<file path="config.mk">
export PLATFORM = sky130hd
export DESIGN_NAME = instr_encoder_loader_flat
export DESIGN_NICKNAME = d
export VERILOG_FILES = /design/src/rtl/instr_encoder_loader_if.sv /design/src/rtl/instr_encoder_loader.sv /design/src/flat_wrapper.sv
export SDC_FILE = /design/constraint.sdc
export NUM_CORES = 1
export LEC_CHECK = 0
export CAP_MARGIN = 20
export CORE_AREA = 2 2 99 72
export CTS_BUF_LIST = sky130_fd_sc_hd__clkbuf_4 sky130_fd_sc_hd__clkbuf_8
export CTS_CLUSTER_DIAMETER = 50
export CTS_CLUSTER_SIZE = 25
export DETAILED_ROUTE_END_ITERATION = 7
export DIE_AREA = 0 0 101 74
export PLACE_DENSITY = 0.95
export SLEW_MARGIN = 20
export SYNTH_ARGS = -nofsm -noshare
export SYNTH_HDL_FRONTEND = slang
export SYNTH_SLANG_ARGS = --single-unit
</file>
<file path="constraint.sdc">
create_clock -name clk -period 8 [get_ports clk]
set_clock_uncertainty 0.1 [all_clocks]
set_input_delay 2 -clock clk [delete_from_list [all_inputs] [get_ports clk]]
set_output_delay 2 -clock clk [all_outputs]
set_load 0.05 [all_outputs]
</file>
<file path="src/rtl/instr_encoder_loader_if.sv">
// Handshake and memory-write bundle for instr_encoder_loader.
//   restart, in_valid, in_ready, in_sel/rs/rt/rd/shamt/imm/target : descriptor input side
//   imem_we, imem_addr, imem_wdata                               : instruction-memory write port
//   word_count, full, err_illegal, err_sel                       : loader status
// The master modport is the descriptor source; the slave modport is the loader.
interface instr_encoder_loader_if #(
   parameter int unsigned ADDR_W = 10
);
   logic              restart;
   logic              in_valid;
   logic              in_ready;
   logic [4:0]        in_sel;
   logic [4:0]        in_rs;
   logic [4:0]        in_rt;
   logic [4:0]        in_rd;
   logic [4:0]        in_shamt;
   logic [15:0]       in_imm;
   logic [25:0]       in_target;
   logic              imem_we;
   logic [ADDR_W-1:0] imem_addr;
   logic [31:0]       imem_wdata;
   logic [ADDR_W:0]   word_count;
   logic              full;
   logic              err_illegal;
   logic [4:0]        err_sel;

   modport master (
      output restart, in_valid, in_sel, in_rs, in_rt, in_rd, in_shamt, in_imm, in_target,
      input  in_ready, imem_we, imem_addr, imem_wdata, word_count, full, err_illegal, err_sel
   );

   modport slave (
      input  restart, in_valid, in_sel, in_rs, in_rt, in_rd, in_shamt, in_imm, in_target,
      output in_ready, imem_we, imem_addr, imem_wdata, word_count, full, err_illegal, err_sel
   );
endinterface

</file>
<file path="src/rtl/instr_encoder_loader.sv">
// Sequential MIPS instruction encoder and instruction-memory loader.
// Accepts one descriptor per cycle, packs it into a 32-bit MIPS word and writes it to
// consecutive word addresses, one registered stage after the accept.
//   clk    : rising-edge clock
//   rst    : synchronous active-high reset
//   bus_io : slave side of instr_encoder_loader_if (descriptor in, imem write out, status)
module instr_encoder_loader #(
   parameter int unsigned ADDR_W = 10
) (
   input logic                    clk,
   input logic                    rst,
   instr_encoder_loader_if.slave  bus_io
);
   localparam int unsigned     DEPTH    = 2 ** ADDR_W;
   localparam logic [ADDR_W:0] DepthCnt = (ADDR_W + 1)'(DEPTH);

   typedef enum logic [0:0] {StLoad, StFull} state_e;

   state_e            state_q;
   logic [ADDR_W:0]   count_q;
   logic              we_q;
   logic [ADDR_W-1:0] addr_q;
   logic [31:0]       wdata_q;
   logic              err_q;
   logic [4:0]        err_sel_q;

   logic            accept;
   logic            legal;
   logic [31:0]     enc;
   logic [ADDR_W:0] count_inc;

   // Encoder fields
   logic [5:0] op;
   logic [5:0] funct;
   logic [4:0] f_rs;
   logic [4:0] f_rt;
   logic [4:0] f_rd;
   logic [4:0] f_sh;
   logic       is_j;
   logic       is_r;

   assign bus_io.in_ready = (state_q != StFull) && !bus_io.restart && !rst;
   assign accept          = bus_io.in_valid && bus_io.in_ready;
   assign count_inc       = count_q + 1'b1;

   always_comb begin
      op    = 6'h00;
      funct = 6'h00;
      f_rs  = bus_io.in_rs;
      f_rt  = bus_io.in_rt;
      f_rd  = bus_io.in_rd;
      f_sh  = 5'd0;
      is_j  = 1'b0;
      is_r  = 1'b0;
      legal = 1'b1;
      case (bus_io.in_sel)
         5'd0:  begin is_r = 1'b1; funct = 6'h20; end
         5'd1:  begin is_r = 1'b1; funct = 6'h21; end
         5'd2:  begin is_r = 1'b1; funct = 6'h22; end
         5'd3:  begin is_r = 1'b1; funct = 6'h23; end
         5'd4:  begin is_r = 1'b1; funct = 6'h24; end
         5'd5:  begin is_r = 1'b1; funct = 6'h25; end
         5'd6:  begin is_r = 1'b1; funct = 6'h27; end
         5'd7:  begin is_r = 1'b1; funct = 6'h26; end
         5'd8:  begin is_r = 1'b1; funct = 6'h2A; end
         5'd9:  begin is_r = 1'b1; funct = 6'h2B; end
         // Shifts carry shamt and ignore rs
         5'd10: begin is_r = 1'b1; funct = 6'h00; f_rs = 5'd0; f_sh = bus_io.in_shamt; end
         5'd11: begin is_r = 1'b1; funct = 6'h02; f_rs = 5'd0; f_sh = bus_io.in_shamt; end
         // JR only carries rs
         5'd12: begin is_r = 1'b1; funct = 6'h08; f_rt = 5'd0; f_rd = 5'd0; end
         5'd13: begin is_j = 1'b1; op = 6'h02; end
         5'd14: begin is_j = 1'b1; op = 6'h03; end
         5'd15: begin op = 6'h0F; f_rs = 5'd0; end
         5'd16: op = 6'h05;
         5'd17: op = 6'h04;
         5'd18: op = 6'h2B;
         5'd19: op = 6'h23;
         5'd20: op = 6'h08;
         5'd21: op = 6'h0D;
         default: legal = 1'b0;
      endcase

      if (is_j) begin
         enc = {op, bus_io.in_target};
      end else if (is_r) begin
         enc = {op, f_rs, f_rt, f_rd, f_sh, funct};
      end else begin
         enc = {op, f_rs, f_rt, bus_io.in_imm};
      end
   end

   always_ff @(posedge clk) begin
      if (rst) begin
         state_q   <= StLoad;
         count_q   <= '0;
         we_q      <= 1'b0;
         addr_q    <= '0;
         wdata_q   <= '0;
         err_q     <= 1'b0;
         err_sel_q <= '0;
      end else begin
         // The write strobe is a single-cycle pulse per legal accept; a write already
         // registered drains on its own even when restart arrives.
         we_q <= 1'b0;
         if (bus_io.restart) begin
            state_q   <= StLoad;
            count_q   <= '0;
            err_q     <= 1'b0;
            err_sel_q <= '0;
         end else if (accept) begin
            if (legal) begin
               we_q    <= 1'b1;
               addr_q  <= count_q[ADDR_W-1:0];
               wdata_q <= enc;
               count_q <= count_inc;
               if (count_inc == DepthCnt) begin
                  state_q <= StFull;
               end
            end else if (!err_q) begin
               err_q     <= 1'b1;
               err_sel_q <= bus_io.in_sel;
            end
         end
      end
   end

   assign bus_io.imem_we     = we_q;
   assign bus_io.imem_addr   = addr_q;
   assign bus_io.imem_wdata  = wdata_q;
   assign bus_io.word_count  = count_q;
   assign bus_io.full        = (state_q == StFull);
   assign bus_io.err_illegal = err_q;
   assign bus_io.err_sel     = err_sel_q;
endmodule

</file>
<file path="src/flat_wrapper.sv">
// flat-port wrapper written by rule: the top's interface ports become plain ports
module instr_encoder_loader_flat 
#(
   parameter int unsigned ADDR_W = 10
)
  (clk, rst, bus_io_restart, bus_io_in_valid, bus_io_in_sel, bus_io_in_rs, bus_io_in_rt, bus_io_in_rd, bus_io_in_shamt, bus_io_in_imm, bus_io_in_target, bus_io_in_ready, bus_io_imem_we, bus_io_imem_addr, bus_io_imem_wdata, bus_io_word_count, bus_io_full, bus_io_err_illegal, bus_io_err_sel);
  instr_encoder_loader_if #(.ADDR_W(ADDR_W)) bus_io_i ();
  input logic clk;
  input logic rst;
  input wire logic [$bits(bus_io_i.restart)-1:0] bus_io_restart;
  input wire logic [$bits(bus_io_i.in_valid)-1:0] bus_io_in_valid;
  input wire logic [$bits(bus_io_i.in_sel)-1:0] bus_io_in_sel;
  input wire logic [$bits(bus_io_i.in_rs)-1:0] bus_io_in_rs;
  input wire logic [$bits(bus_io_i.in_rt)-1:0] bus_io_in_rt;
  input wire logic [$bits(bus_io_i.in_rd)-1:0] bus_io_in_rd;
  input wire logic [$bits(bus_io_i.in_shamt)-1:0] bus_io_in_shamt;
  input wire logic [$bits(bus_io_i.in_imm)-1:0] bus_io_in_imm;
  input wire logic [$bits(bus_io_i.in_target)-1:0] bus_io_in_target;
  output wire logic [$bits(bus_io_i.in_ready)-1:0] bus_io_in_ready;
  output wire logic [$bits(bus_io_i.imem_we)-1:0] bus_io_imem_we;
  output wire logic [$bits(bus_io_i.imem_addr)-1:0] bus_io_imem_addr;
  output wire logic [$bits(bus_io_i.imem_wdata)-1:0] bus_io_imem_wdata;
  output wire logic [$bits(bus_io_i.word_count)-1:0] bus_io_word_count;
  output wire logic [$bits(bus_io_i.full)-1:0] bus_io_full;
  output wire logic [$bits(bus_io_i.err_illegal)-1:0] bus_io_err_illegal;
  output wire logic [$bits(bus_io_i.err_sel)-1:0] bus_io_err_sel;
  assign bus_io_i.restart = bus_io_restart;
  assign bus_io_i.in_valid = bus_io_in_valid;
  assign bus_io_i.in_sel = bus_io_in_sel;
  assign bus_io_i.in_rs = bus_io_in_rs;
  assign bus_io_i.in_rt = bus_io_in_rt;
  assign bus_io_i.in_rd = bus_io_in_rd;
  assign bus_io_i.in_shamt = bus_io_in_shamt;
  assign bus_io_i.in_imm = bus_io_in_imm;
  assign bus_io_i.in_target = bus_io_in_target;
  assign bus_io_in_ready = bus_io_i.in_ready;
  assign bus_io_imem_we = bus_io_i.imem_we;
  assign bus_io_imem_addr = bus_io_i.imem_addr;
  assign bus_io_imem_wdata = bus_io_i.imem_wdata;
  assign bus_io_word_count = bus_io_i.word_count;
  assign bus_io_full = bus_io_i.full;
  assign bus_io_err_illegal = bus_io_i.err_illegal;
  assign bus_io_err_sel = bus_io_i.err_sel;
  instr_encoder_loader #(.ADDR_W(ADDR_W)) u_core (.clk(clk), .rst(rst), .bus_io(bus_io_i));
endmodule
</file>
==> flow_summary.json, run 1 <==
{
  "syn_avg_cell_area_um2": 8.07,
  "nNetsFinal": 539,
  "cap_viol_max_count": 0,
  "drt_first_pass_iters": 5,
  "viasPerCell": 5.58,
  "synth_edf_count": 0,
  "multi_input_area_um2": 1520,
  "die_y_um": 74,
  "postCtsSetupRepairBufs": 0,
  "synthCells": 357,
  "gp_congestion": 0.803,
  "synthFlopType": "dfxtp_1",
  "synth-simple-area-share": 0.226,
  "ir_drop_v": 0.0000923,
  "drv_slew": 0,
  "wl_per_cell_um": 16.3,
  "hold_path_startpoint": "u_core.bus_io.imem_wdata[14]$_SDFFE_PP0P_",
  "die_w_um": 101,
  "clk_pin_slew_worst_paths_ns": 0.06,
  "rsz0062_at_grt": "false",
  "yosysTopAreaCell": "dfxtp_1",
  "ant_nets": 0,
  "power.total_w": 0.000710,
  "drc": 0,
  "die_area_um2": 7470,
  "rows": 25,
  "initial_core_util": 0.439,
  "numCtsBuffers": 9,
  "hpwlAfterDp_mm": 6.38,
  "grt_max_degree": 53,
  "final_core_util": 0.665,
  "clkSinkCount": 60,
  "clock-root-buffer": "clkbuf_8",
  "outcome": "complete, no violations",
  "drive_gt1_frac": 0.0614,
  "crit_path_end_kind": "output pin",
  "syn_to_final_growth_pct": 51.5,
  "p_leak_nw": 1.47,
  "clock.fmax_mhz": 166,
  "cts_resized": 0,
  "grt_pass1_vias": 2946,
  "yosysWarnings": 0,
  "ys_ff_latch": 60,
  "min_to": "u_core.bus_io.imem_wdata[14]$_SDFFE_PP0P_",
  "io_buffers": 131,
  "startpoint_type": "primary input",
  "synthArstFlopShare": 0,
  "grt_antenna_before_repair": 0,
  "grt.overflow.total": 0,
  "totalWireLength_mm": 9.01,
  "netlist_area_um2": 2880,
  "setup_viol_count_final": 0,
  "p_per_area_nw_per_um2": 163,
  "insertion_delay_ns": 0.34,
  "worst_slew_pin_slew_ns": 0.854,
  "synthAdderAreaFrac": 0.00434,
  "synth_xor_area_frac": 0.0334,
  "seq_area_um2": 1200,
  "synth_seq_area_share": 0.417,
  "worstSetupPathType": "in2out",
  "relSlewSlack": 0.430,
  "final_common_cell": "clkdlybuf4s50_1",
  "worstPathArrival_ns": 3.92,
  "crit_path_max_fanout": 43,
  "rr_startpoint": "u_core.bus_io.full$_SDFFE_PP0P_",
  "yosysUniqueCellTypes": 53,
  "layout_common_cells": "clkdlybuf4s50_1, dfxtp_1, nand2_1",
  "syn-num-nets": 429,
  "synth.mux.area_fraction": 0.0213,
  "grt_use_total": 0.242,
  "synth_compound_area_frac": 0.242,
  "cts_tree": "done",
  "fin_crit_ns": 6.02,
  "grt_pass1_wl_mm": 14.1,
  "vias": 3083,
  "hold_depth": 2,
  "hold_viol_final": 0,
  "final.setup.tns_ns": 0,
  "fill_cells": 550,
  "r2r_cells": 6,
  "cts_hold_buf": 0,
  "reg2reg_slack_ns": 5.53,
  "drt_iter0_markers": 142,
  "htreeDepth": 3,
  "hp-class": "reg2reg",
  "cts_buffer_depth": 2,
  "whs_ns": 0.355,
  "synth_top_family_by_area": "compound AO/OA/AOI/OAI gates",
  "synth.top_cells.by_area": "dfxtp_1, nand2_1, nor2_1",
  "core-area_um2": 6570,
  "timing.rr.end": "u_core.bus_io.full$_SDFFE_PP0P_",
  "period_share": 0.753,
  "critPathRequiredTime_ns": 5.90,
  "yosysTopAreaCellShare": 0.417,
  "diodes": 0,
  "ioPinCount": 133
}
[how the worst max path moves through the flow]
| stage | from | to | slack (ns) | depth (start not counted) |
|---|---|---|---|---|
| after floorplan | rst | bus_io_in_ready | 2.43 | 5 |
| after global placement | rst | bus_io_in_ready | 2.03 | 4 |
| after detailed placement | rst | bus_io_in_ready | 1.99 | 4 |
| after CTS | rst | bus_io_in_ready | 1.97 | 4 |
| after global routing | rst | bus_io_in_ready | 1.86 | 4 |
| final | rst | bus_io_in_ready | 1.98 | 4 |
[cells by family after synthesis]
kind of cell / Yosys count
adder cells (fa/ha/maj): 1
flip-flops: 60
multiplexers: 6
other: 1
AO/OA/AOI/OAI: 100
XOR/XNOR: 11
AND/OR/NAND/NOR: 141
buffers and inverters: 37
[layer usage]
layer | vias to the layer above | part of all wire | GRT usage
met2 | 148 | 0.47 | 0.405
met5 | - | 0 | 0
met4 | 0 | 0.0070 | 0.0751
met3 | 9 | 0.085 | 0.0780
met1 | 1419 | 0.43 | 0.301
li1 | 1507 | - | -
[state kept, by name, summed over array words and instances (netlist names)]
signal / cells
u_core.bus_io.imem_we: 1
u_core.bus_io.imem_wdata: 31
u_core.bus_io.full: 1
u_core.bus_io.word_count: 11
u_core.bus_io.err_sel: 5
u_core.bus_io.imem_addr: 10
u_core.bus_io.err_illegal: 1
[worst max-delay path: stages]
cell and delay [ns]:
buf_2 0.35, or2_2 0.57, nor2_1 0.15, clkdlybuf4s50_1 0.82
[area by class of cell]
type                       count  area share
clock buffer                  12      0.0364
inverter                       4     0.00458
multi-input combinational    260       0.349
clock inverter                 4      0.0109
tap                           81      0.0232
sequential                    60       0.275
timing repair buffer         132       0.301
[cells in the mapped netlist, types with 3 or more instances]
| master | count |
|---|---|
| a211oi_1 | 5 |
| a21o_1 | 3 |
| a21oi_1 | 31 |
| a221o_1 | 10 |
| a221oi_1 | 10 |
| and2_1 | 4 |
| clkbuf_1 | 27 |
| dfxtp_1 | 60 |
| inv_1 | 3 |
| mux2i_1 | 5 |
| nand2_1 | 46 |
| nand2b_1 | 4 |
| nand3_1 | 9 |
| nor2_1 | 43 |
| nor3_1 | 16 |
| o211ai_1 | 11 |
| o21ai_0 | 13 |
| or3_1 | 3 |
| xnor2_1 | 6 |
| xor2_1 | 5 |
[metrics by stage]
step	worst slack, ns	cell area (µm²)	std cells
floorplan	2.43	2880	357
global placement	2.03	4160	537
detailed placement	1.99	4160	537
CTS	1.97	4370	553
global route	1.86	4370	553
finish	1.98	4370	553
[report_power, final]
group | switching [W] | leakage [nW] | internal, W
Combinational | 0.0000646 | 0.878 | 0.0000564
Clock | 0.000117 | 0.106 | 0.000163
Sequential | 0.00000344 | 0.485 | 0.000305
Total | 0.000185 | 1.47 | 0.000525
Power figures use the tool's default switching activity.
==> run 2, diff against run 1 <==
--- a/config.mk
+++ b/config.mk
@@ -6,13 +6,13 @@
 export NUM_CORES = 1
 export LEC_CHECK = 0
 export CAP_MARGIN = 20
-export CORE_AREA = 2 2 99 72
+export CORE_AREA = 2 2 101 74
 export CTS_BUF_LIST = sky130_fd_sc_hd__clkbuf_4 sky130_fd_sc_hd__clkbuf_8
 export CTS_CLUSTER_DIAMETER = 50
 export CTS_CLUSTER_SIZE = 25
 export DETAILED_ROUTE_END_ITERATION = 7
-export DIE_AREA = 0 0 101 74
-export PLACE_DENSITY = 0.95
+export DIE_AREA = 0 0 103 76
+export PLACE_DENSITY = 0.93
 export SLEW_MARGIN = 20
 export SYNTH_ARGS = -nofsm -noshare
 export SYNTH_HDL_FRONTEND = slang
==> constraint.sdc (replaced) <==
create_clock -name clk -period 6.25 [get_ports clk]
set_clock_uncertainty 0.1 [all_clocks]
set_input_delay 1.5625 -clock clk [delete_from_list [all_inputs] [get_ports clk]]
set_output_delay 1.5625 -clock clk [all_outputs]
set_load 0.05 [all_outputs]
==> run 2 against run 1 <==
  * Sequential power rose by 28%
  * Sequential share of layout area fell by 0.30 points
  * Worst setup slack got worse by 0.78 ns
  * Total power is 33% higher
  * Global-route usage down 0.73 points
  * Clock power up 41%
  * Sequential cell count unchanged
  * Non-clock buffer count increased by 1
  * Critical path depth stayed put
  * Via count up 2.1%
  * Clock-buffer cell count unchanged
  * Combinational power up 29%
==> flow_summary.json, run 2 (synthesized netlist as in run 1, its figures left out) <==
{
  "startpoint_type": "primary input",
  "ant_nets": 0,
  "place_ws_ns": 1.20,
  "cap_viol_max_count": 0,
  "gp_congestion": 0.814,
  "viasPerCell": 5.51,
  "die_w_um": 103,
  "grt_max_degree": 53,
  "drv_slew": 0,
  "numCtsBuffers": 9,
  "setup_slack_ns": 1.20,
  "ioPinCount": 133,
  "r2r_cells": 6,
  "nNetsFinal": 540,
  "syn_to_final_growth_pct": 53.1,
  "worstPathArrival_ns": 3.39,
  "die_area_um2": 7830,
  "die_y_um": 76,
  "hp-class": "reg2reg",
  "clk_pin_slew_worst_paths_ns": 0.07,
  "setup_viol_count_final": 0,
  "drt_iter0_markers": 149,
  "layout_common_cells": "clkdlybuf4s50_1, dfxtp_1, nand2_1",
  "p_leak_nw": 1.48,
  "worstSetupPathType": "in2out",
  "diodes": 0,
  "clock-root-buffer": "clkbuf_8",
  "drive_gt1_frac": 0.0634,
  "grt.overflow.total": 0,
  "power.share.clock": 0.418,
  "grt_antenna_before_repair": 0,
  "p_int_w": 0.000707,
  "drt_first_pass_iters": 7,
  "rsz0062_at_grt": "false",
  "cts_hold_buf": 0,
  "fin_crit_ns": 5.05,
  "crit_path_end_kind": "output pin",
  "insertion_delay_ns": 0.34,
  "outcome": "complete, no violations",
  "rows": 26,
  "cts_tree": "done",
  "vias": 3149,
  "cts_buffer_depth": 2,
  "relSlewSlack": 0.440,
  "totalWireLength_mm": 9.15,
  "hpwlAfterDp_mm": 6.28,
  "swShare": 0.253,
  "grt_use_total": 0.234,
  "p_comb_frac": 0.165,
  "hold_viol_final": 0,
  "initial_core_util": 0.414,
  "grt_pass1_vias": 2992,
  "core-area_um2": 6960,
  "p_sw_w": 0.000239,
  "largest_register_ffs": 31,
  "period_share": 0.808,
  "crit_path_max_fanout": 19,
  "final_common_cell": "clkdlybuf4s50_1",
  "io_buffers": 131,
  "wl_per_cell_um": 16.0,
  "final.setup.tns_ns": 0,
  "hold_depth": 2,
  "cts_resized": 0,
  "p_per_area_nw_per_um2": 214,
  "clock.fmax_mhz": 198,
  "drc": 0,
  "ir_drop_v": 0.000131,
  "critPathRequiredTime_ns": 4.59,
  "grt_pass1_wl_mm": 14.4,
  "postCtsSetupRepairBufs": 0,
  "seqPwrFrac": 0.417,
  "clkSinkCount": 60,
  "worst_slew_pin_slew_ns": 0.840,
  "htreeDepth": 3
}
run 2: cell count changes in the layout (fill, tap and decap cells not counted), sizes merged:
cell,delta
clkinv,-1
bufinv,+1
buf,+1
run 2: final timing paths:
| check | start | end | slack [ns] |
|---|---|---|---|
| hold reg to reg | u_core.bus_io.imem_wdata[0]$_SDFFE_PP0P_ | u_core.bus_io.imem_wdata[0]$_SDFFE_PP0P_ | 0.35 |
| setup / recovery | bus_io_restart | bus_io_in_ready | 1.20 |
| hold / removal | u_core.bus_io.imem_wdata[0]$_SDFFE_PP0P_ | u_core.bus_io.imem_wdata[0]$_SDFFE_PP0P_ | 0.35 |
| setup reg to reg | u_core.bus_io.full$_SDFFE_PP0P_ | u_core.bus_io.full$_SDFFE_PP0P_ | 3.77 |
run 2: area by class of cell:
cell class / count / area, µm²
Timing Repair Buffer: 133 / 1320
Sequential cell: 60 / 1200
Clock buffer: 12 / 153
Inverter: 4 / 20.0
Multi-Input combinational cell: 260 / 1520
Tap cell: 98 / 123
Clock inverter: 4 / 72.6
Fill cell: 594 / 2550
run 2: stage by stage:
step | hold WS [ns] | std cells | util | area (µm²) | power (W)
2_1_floorplan | 0.571 | 357 | - | 2880 | 0.000486
3_3_place_gp | 0.341 | 555 | 0.602 | 4190 | 0.000554
3_5_place_dp | 0.347 | 555 | 0.602 | 4190 | 0.000558
4_1_cts | 0.354 | 571 | 0.634 | 4410 | 0.000954
5_1_grt | 0.372 | 571 | 0.634 | 4410 | 0.000982
6_report | 0.352 | 571 | 0.634 | 4410 | 0.000946
run 2: critical path: stages:
cell	delay (ns)
clkdlybuf4s50_1	0.42
or2_2	0.46
nor2_1	0.13
clkdlybuf4s50_1	0.81
run 2: power by group through the flow:
stage          logic [W]  registers (W)  clock network [W]
2_1_floorplan  0.0000562       0.000430                  0
3_3_place_gp    0.000152       0.000403                  0
6_report        0.000156       0.000394           0.000396
5_1_grt         0.000166       0.000395           0.000421
3_5_place_dp    0.000155       0.000403                  0
4_1_cts         0.000156       0.000394           0.000404
run 2: layer usage:
metal	part of all wire	wire length, µm	vias to the layer above	GRT usage
met1	0.43	3900	1493	0.292
met3	0.079	723	10	0.0862
met5	0	0	-	0
met2	0.48	4440	131	0.376
met4	0.0098	90	0	0.0711
li1	-	-	1515	-
==> run 3, diff against run 2 <==
==> constraint.sdc (replaced) <==
create_clock -name clk -period 5.2 [get_ports clk]
set_clock_uncertainty 0.1 [all_clocks]
set_input_delay 1.3 -clock clk [delete_from_list [all_inputs] [get_ports clk]]
set_output_delay 1.3 -clock clk [all_outputs]
set_load 0.05 [all_outputs]
==> run 3 against run 2 <==
  * Sequential cell count stayed put
  * Largest power group unchanged
  * Critical path type unchanged
  * Worst hold slack got worse by 0.0033 ns
  * Non-clock buffer count grew 2
  * Critical path depth stayed put
  * Final area increased by 0.57%
  * Cell count up 0.35%
  * First-iteration DRC count decreased by 2.7%
  * Total power rose by 22%
  * Global-route usage down 0.20 points
  * Combinational power up 21%
  * Sequential share of layout area decreased by 0.15 points
==> flow_summary.json, run 3 (synthesized netlist as in run 1, its figures left out) <==
{
  "core-area_um2": 6960,
  "clock-root-buffer": "clkbuf_8",
  "grt_max_degree": 53,
  "min_to": "u_core.bus_io.imem_wdata[0]$_SDFFE_PP0P_",
  "p_sw_w": 0.000289,
  "io_buffers": 131,
  "drv_slew": 0,
  "reg2reg_slack_ns": 2.74,
  "drc": 0,
  "crit_top_cell": "clkdlybuf4s50_1",
  "crit_path_max_fanout": 19,
  "insertion_delay_ns": 0.34,
  "ant_nets": 0,
  "timing.critical_path.buf_inv": 2,
  "largest_register_ffs": 31,
  "numCtsBuffers": 9,
  "crit_path_end_kind": "output pin",
  "cts_hold_buf": 0,
  "drive_gt1_frac": 0.0674,
  "layout_common_cells": "clkdlybuf4s50_1, dfxtp_1, nand2_1",
  "htreeDepth": 3,
  "p_per_area_nw_per_um2": 260,
  "viasPerCell": 5.42,
  "crit_path_cell_trace": "clkdlybuf4s50_1 > or2_2 > nor2_1 > clkdlybuf4s50_1",
  "cap_viol_max_count": 0,
  "outcome": "complete, no violations",
  "r2r_cells": 6,
  "critical-path-max-stage-delay_ns": 0.81,
  "gp_congestion": 0.824,
  "seq_area_um2": 1200,
  "die_y_um": 76,
  "nNetsFinal": 542,
  "final_common_cell": "clkdlybuf4s50_1",
  "clkSinkCount": 60,
  "die_w_um": 103,
  "syn_to_final_growth_pct": 54.0,
  "vias": 3103,
  "critPathRequiredTime_ns": 3.80,
  "crit_slowest_cell": "clkdlybuf4s50_1",
  "hold_depth": 2,
  "initial_core_util": 0.414,
  "totalWireLength_mm": 8.99,
  "grt_antenna_before_repair": 0,
  "final.setup.tns_ns": 0,
  "timing.rr.end": "u_core.bus_io.full$_SDFFE_PP0P_",
  "swShare": 0.250,
  "clock.fmax_mhz": 221,
  "period_share": 0.871,
  "die_area_um2": 7830,
  "grt_pass1_vias": 3009,
  "p_leak_nw": 1.50,
  "cts_buffer_depth": 2,
  "fill_cells": 588,
  "rsz0062_at_grt": "false",
  "worstPathArrival_ns": 3.13,
  "ir_drop_v": 0.000154,
  "worst_slew_pin_slew_ns": 0.828,
  "hold_viol_final": 0,
  "wl_per_cell_um": 15.7,
  "clk_pin_slew_worst_paths_ns": 0.07,
  "p_comb_frac": 0.163,
  "hpwlAfterDp_mm": 6.29,
  "cts_tree": "done",
  "worstSetupPathType": "in2out",
  "fin_crit_ns": 4.53,
  "relSlewSlack": 0.448,
  "crit_family": "buffers and inverters",
  "hp-class": "reg2reg",
  "grt_use_total": 0.232,
  "setup_viol_count_final": 0,
  "rr_startpoint": "u_core.bus_io.full$_SDFFE_PP0P_",
  "power.share.clock": 0.426,
  "diodes": 0,
  "rows": 26,
  "ioPinCount": 133,
  "grt_pass1_wl_mm": 14.2,
  "power.total_w": 0.00115,
  "hold_path_startpoint": "u_core.bus_io.imem_wdata[0]$_SDFFE_PP0P_",
  "cts_resized": 0,
  "seqPwrFrac": 0.411,
  "p_int_w": 0.000865,
  "grt.overflow.total": 0,
  "postCtsSetupRepairBufs": 0,
  "drt_iter0_markers": 145,
  "multi_input_area_um2": 1520,
  "startpoint_type": "primary input",
  "drt_first_pass_iters": 4
}
run 3: cell count changes in the layout (fill, tap and decap cells not counted):
cell        change
clkinvlp_4      -1
buf_4           +2
clkbuf_4        -2
clkinv_2        +1
clkbuf_8        +2
run 3: layout make-up:
| type | instances | share of cell area |
|---|---|---|
| timing repair buffer | 135 | 0.301 |
| clock inverter | 4 | 0.0158 |
| multi-input combinational | 260 | 0.343 |
| tap | 98 | 0.0276 |
| inverter | 4 | 0.00451 |
| sequential | 60 | 0.271 |
| clock buffer | 12 | 0.0372 |
run 3: stage by stage:
step | hold WS [ns] | setup WS, ns | std cells | utilization | area [µm²]
after floorplan | 0.571 | 1.03 | 357 | - | 2880
after global placement | 0.341 | 0.678 | 557 | 0.604 | 4200
after detailed placement | 0.344 | 0.661 | 557 | 0.604 | 4200
after CTS | 0.352 | 0.664 | 573 | 0.638 | 4440
after global routing | 0.374 | 0.583 | 573 | 0.638 | 4440
final | 0.349 | 0.670 | 573 | 0.638 | 4440
run 3: tightest hold or removal path: stages (launching register included):
cell and delay (ns):
dfxtp_1 0.31, nand2_1 0.05, a21oi_1 0.05
run 3: how the worst max path moves through the flow:
stage | startpoint | endpoint | slack (ns) | cells after the start
after floorplan | rst | bus_io_in_ready | 1.03 | 5
after global placement | bus_io_restart | bus_io_in_ready | 0.68 | 4
after detailed placement | bus_io_restart | bus_io_in_ready | 0.66 | 4
after CTS | bus_io_restart | bus_io_in_ready | 0.66 | 4
after global routing | bus_io_restart | bus_io_in_ready | 0.58 | 4
final | bus_io_restart | bus_io_in_ready | 0.67 | 4
run 3: routing by layer:
| layer | track usage | wire, µm | up-vias |
|---|---|---|---|
| met3 | 0.0835 | 804 | 15 |
| met5 | 0 | 0 | - |
| met2 | 0.373 | 4150 | 131 |
| li1 | - | - | 1515 |
| met4 | 0.0697 | 192 | 0 |
| met1 | 0.291 | 3850 | 1442 |
run 3: power groups by stage:
stage | sequential, W | combinational (W) | clock [W]
after detailed placement | 0.000484 | 0.000187 | 0
after floorplan | 0.000517 | 0.0000676 | 0
after CTS | 0.000474 | 0.000188 | 0.000504
final | 0.000474 | 0.000188 | 0.000491
after global routing | 0.000475 | 0.000200 | 0.000524
after global placement | 0.000484 | 0.000184 | 0
